### src/rtl/stream_mux_rr.sv
// stream_mux_rr: N-input valid/ready stream mux with one registered output stage.
// Define STREAM_MUX_RR_EN for round-robin arbitration; otherwise fixed priority (lowest index).
module stream_mux_rr #(
  parameter int WIDTH = 32,
  parameter int N     = 4,
  parameter int SEL_W = $clog2(N)
) (
  input  logic               clk,
  input  logic               reset,
  input  logic [N*WIDTH-1:0] in_data,
  input  logic [N-1:0]       in_valid,
  output logic [N-1:0]       in_ready,
  output logic [WIDTH-1:0]   out_data,
  output logic               out_valid,
  input  logic               out_ready,
  output logic [SEL_W-1:0]   out_sel
);

  logic             load;
  logic             any_req;
  logic             xfer;
  logic [SEL_W-1:0] gnt_idx;
  logic [N-1:0]     gnt;
  logic [WIDTH-1:0] gnt_data;

  assign load    = ~out_valid | out_ready;
  assign any_req = |in_valid;

`ifdef STREAM_MUX_RR_EN
  logic [SEL_W-1:0] last_gnt;
  logic [SEL_W-1:0] cand;

  always_comb begin
    gnt_idx = '0;
    cand    = '0;
    // Walk from farthest to nearest so the first requester after last_gnt wins.
    for (int k = N; k >= 1; k--) begin
      cand = SEL_W'((int'(last_gnt) + k) % N);
      if (in_valid[cand]) gnt_idx = cand;
    end
  end

  always_ff @(posedge clk) begin
    if (reset) begin
      last_gnt <= SEL_W'(N - 1);
    end else if (xfer) begin
      last_gnt <= gnt_idx;
    end
  end
`else
  always_comb begin
    gnt_idx = '0;
    for (int k = N - 1; k >= 0; k--) begin
      if (in_valid[k]) gnt_idx = SEL_W'(k);
    end
  end
`endif

  always_comb begin
    gnt          = '0;
    gnt[gnt_idx] = any_req;
  end

  assign in_ready = {N{load & ~reset}} & gnt;
  assign xfer     = |in_ready;

  always_comb begin
    gnt_data = '0;
    for (int i = 0; i < N; i++) begin
      if (gnt[i]) gnt_data = in_data[i*WIDTH +: WIDTH];
    end
  end

  always_ff @(posedge clk) begin
    if (reset) begin
      out_valid <= 1'b0;
      out_data  <= '0;
      out_sel   <= '0;
    end else if (xfer) begin
      out_valid <= 1'b1;
      out_data  <= gnt_data;
      out_sel   <= gnt_idx;
    end else if (out_ready) begin
      out_valid <= 1'b0;
    end
  end

endmodule

### config.mk
export PLATFORM = sky130hd
export DESIGN_NAME = stream_mux_rr
export DESIGN_NICKNAME = d
export VERILOG_FILES = /design/src/rtl/stream_mux_rr.sv
export SDC_FILE = /design/constraint.sdc
export NUM_CORES = 1
export LEC_CHECK = 0
export CORE_ASPECT_RATIO = 0.5
export CORE_MARGIN = 2
export CORE_UTILIZATION = 30
export DETAILED_ROUTE_END_ITERATION = 12
export PLACE_DENSITY = 0.73
export SLEW_MARGIN = 20
export SYNTH_ARGS = -nofsm -noshare
export SYNTH_HDL_FRONTEND = slang
export SYNTH_SLANG_ARGS = --single-unit
### constraint.sdc
create_clock -name clk -period 4.2 [get_ports clk]
set_clock_uncertainty 0.2 [all_clocks]
set_input_delay 0.63 -clock clk [delete_from_list [all_inputs] [get_ports clk]]
set_output_delay 0.63 -clock clk [all_outputs]
set_load 0.02 [all_outputs]
==> After elaboration in Yosys (flattened, before gate mapping) <==
Index checks and enable logic that the tools add are counted.
Widths: inputs -> output; s select.
{ "totals": {"ff_bits": 35, "out_inout_bits": 39, "wordCells": 27} }
{ "op_classes": {"order_cmp": 2, "muxes": 12, "bitwise": 6, "n_reduce_logical": 4} }
{ "ops": {"columns": ["operator", "n"], "rows": [
  ["$mux 32", 4],
  ["$and 4x4->4", 2],
  ["$mux 2", 4],
  ["$reduce_or 4->1", 2],
  ["$lt 2x3->1 const B", 1],
  ["$mux 1", 3],
  ["$demux 1 s2", 1],
  ["$ge 2x1->1 const B", 1],
  ["$not 1->1", 2],
  ["$reduce_bool 2->1", 1],
  ["$and 1x1->1", 1],
  ["$logic_and 1x1->1", 1],
  ["$or 1x1->1", 1]
]} }

==> Longest topological paths before layout <==
{ "depth": {"depth_word": 13, "mapped_depth": 7} }

==> Worst setup path before layout <==
No wires, ideal clock.
{ "synth_path": {"kind": "input port to output port", "from": "input port reset", "to": "output port in_ready[1]", "arrival_time_ps": 1584, "slack_ps": 1786, "stages": 3, "n_path_buf": 1, "cell_sequence": "buf_2 -> or2_2 -> nor3_1"} }
{ "synth_via": {"elab_chain_cells": 3} }
{ "synth_lines": {"columns": ["item", "line_no", "text"], "rows": [
  ["from (decl)", "9", "input logic reset,"],
  ["$not 1->1", "64", "assign in_ready = {N{load & ~reset}} & gnt;"],
  ["$and 1x1->1", "64", null],
  ["$and 4x4->4", "64", null],
  ["to (decl)", "12", "output logic [N-1:0] in_ready,"]
]} }
Every way passes these cells.

==> Final worst setup path <==
{ "layout_path": {"from": "input port in_valid[2]", "to": "output port in_ready[3]"} }
{ "layout_via": {"elab_chain_cells": 9, "elab_cells_between_ends": 11, "cone_classes": "2 x order compare; 5 x mux; 2 x bitwise; 2 x reduce/logical"} }
{ "layout_lines": {"columns": ["item", "line_no", "text"], "rows": [
  ["from (decl)", "11", "input logic [N-1:0] in_valid,"],
  ["$mux 2 (3 in series)", "54", "if (in_valid[k]) gnt_idx = SEL_W'(k);"],
  ["$lt 2x3->1 (implied by the code) / $ge 2x1->1 (equally long branches)", "61", "gnt[gnt_idx] = any_req;"],
  ["$logic_and 1x1->1 (implied by the code)", "61", null],
  ["$mux 1 (implied by the code)", "61", null],
  ["$demux 1 s2", "61", null],
  ["$and 4x4->4 (no line) *", null, null],
  ["$and 4x4->4 *", "64", null]
]} }
Every way passes the cells marked *; elsewhere a longest branch is shown, timed or not.

==> out/metrics.csv <==
metric,value,unit
worst endpoint required time,3370,ps
Tightest Hold Check Type,reg -> reg,
flop and latch count out of synthesis,35,
Synth Instances,253,
Antenna Cells,0,
Worst EP arrival,2580,ps
final hold vios,0,
CTS max path bufs,2,
r2r startpoint,out_valid,
"Clk pin slew, worst setup/hold paths",50,ps
post-synthesis mux area share,0.443,%
Area Growth Syn to Fin,83.2,%
CTS H-tree lvls,2,
simple-gate share of the synthesized area,16.9,%
overall power,1.13,mW
Starting Density,30.9,%
hold_buf cts,0,
compound-gate portion of the synthesized area,42.9,%
DRT Pass-1 Iters,4,
worst setup path endpoint,in_ready[3],
row count,22,
synthesized-area fraction occupied by adder cells,0,%
fraction of the cycle the final worst path needs,81.1,%
grt ovf,0,
cts bufs inserted,5,
post-CTS setup buffers,0,
initial antenna violation count,0,
mean post-synth cell area,8.93,µm²
CTS Sinks,35,
final count of pins violating max slew,0,
layout cells sized above 1,12.6,%
Power Density,273,mW/mm²
setup_tns,0,ps
vias in the first global route,2809,
Synth Flop Type,dfxtp_1,
"Distinct cells, synth",29,
hold_ws,299,ps
die area,0.00828,mm²
Place WS,821,ps
chip width,127,µm
RSZ-0062 raised after global routing,false,
Fill cells,666,
minimum clock period,3410,ps
I/O pin total,174,
"most common cell after layout, fill and taps aside",clkdlybuf4s50_1,
startpoint types,primary input,
Crit. Startpoint,in_valid[2],
DRC,0,
Max IR drop VDD,0.173,mV
count of flip-flops with a built-in enable after synthesis,0,
final net count,547,
Placed Cells incl. Taps,501,
most frequent cells in the layout,"clkdlybuf4s50_1 (172), dfxtp_1 (35), nor2_1 (33), nand2_1 (32), a221o_1 (29)",
Iter 0 DRT Violations,136,
reg2reg path depth,5,
ys async rst share,0,%
critical path class,in -> out,
largest net degree at the start of global routing,66,
clock latency on the worst-skew pair,270,ps
Post-DRT Antenna Nets,0,
Leak Pwr,1.42,nW
register area share after synthesis,31.0,%
first-pass GRT wire length,13400,µm
Crit Path Max Fanout,8,
Ys Warns,0,
slew margin rel.,47.2,%
Final setup viols,0,
wire per inst,16.9,µm
largest family of logic cells by synthesized area,compound AO/OA/AOI/OAI gates,
Max-Cap Viols,0,
final non-filler cell total,508,
CTS tree,done,
clk root buf,clkbuf_16,
synthesized area,0.00226,mm²
Reg2Reg Capture Point,out_data[8],
endpoint class of the critical path,primary output,
worst slew pin tran,793,ps
Core Area,0.00732,mm²
die height,65.4,µm
outcome,"complete, no violations",
final setup margin,794,ps
fmax,294,MHz
dpl hpwl,6650,µm
DR vias,2666,
Detailed Route WL,8590,µm
Post-CTS Resized,0,
syn_nets,388,
slack of the worst reg-to-reg path,2120,ps
Via density,5.25,
Routability Congestion,0.882,
PortBufs,173,
GRT Overall Usage,20.5,%
Post-Synth XOR/XNOR Area,0,%
-- synth_stat cells (6+ instances only) --
master / instances / area [µm²]
a311oi_2: 27 / 405
o21ai_1: 15 / 75.1
a221o_1: 29 / 290
inv_1: 6 / 22.5
clkbuf_1: 11 / 41.3
buf_6: 7 / 78.8
nand2_1: 32 / 120
o21ai_0: 14 / 70.1
a21oi_1: 7 / 35.0
nor2_1: 33 / 124
dfxtp_1: 35 / 701
buf_2: 6 / 30.0
-- cells by family after synthesis --
family          Yosys count
compound gates          100
buf+inv                  34
flops                    35
mux                       1
simple gates             83
-- stage by stage --
stage,instance area (µm²),util (%)
after floorplan,2260,-
after global routing,4140,56.5
final,4140,56.5
after CTS,4140,56.5
after global placement,4000,54.6
after detailed placement,4000,54.6
-- critical path, stage by stage --
cell and delay (ps):
clkdlybuf4s50_1 540, nand2b_4 240, or3_1 400, nor2_1 150
clkdlybuf4s50_1 620
-- report_power, final --
group | internal, mW | leakage [nW] | switching (mW) | total (mW)
combinational | 0.222 | 1.06 | 0.170 | 0.393
clock | 0.231 | 0.0727 | 0.131 | 0.362
sequential | 0.362 | 0.290 | 0.0150 | 0.377
-- sequential cells by signal (all words and copies together), names as in the netlist --
name / cells
out_sel: 2
out_data: 32
out_valid: 1
-- worst min path at each step --
stage	slack, ps	start	to	cells after the start
after floorplan	370	out_data[6]	out_data[6]	2
after global placement	280	out_sel[0]	out_sel[0]	2
after detailed placement	290	out_sel[0]	out_sel[0]	2
after CTS	300	out_data[31]	out_data[31]	2
after global routing	310	out_sel[0]	out_sel[0]	2
final	300	out_sel[0]	out_sel[0]	2
-- cell type report --
type | instances | area, µm² | area share (%)
repair buffers | 180 | 1780 | 43.0
multi-input cells | 184 | 1370 | 33.2
flip-flops and latches | 35 | 701 | 16.9
clock buffers | 6 | 139 | 3.36
well taps | 96 | 120 | 2.90
inverters | 6 | 22.5 | 0.544
clock inverters | 1 | 5.00 | 0.121
-- per-layer routing --
layer | share of wire [%] | GRT usage [%]
met4 | 1.6 | 6.04
met1 | 40 | 22.4
met2 | 56 | 40.3
met3 | 3.2 | 4.40
met5 | 0 | 0
No activity file was read; power rests on OpenSTA's default activity.
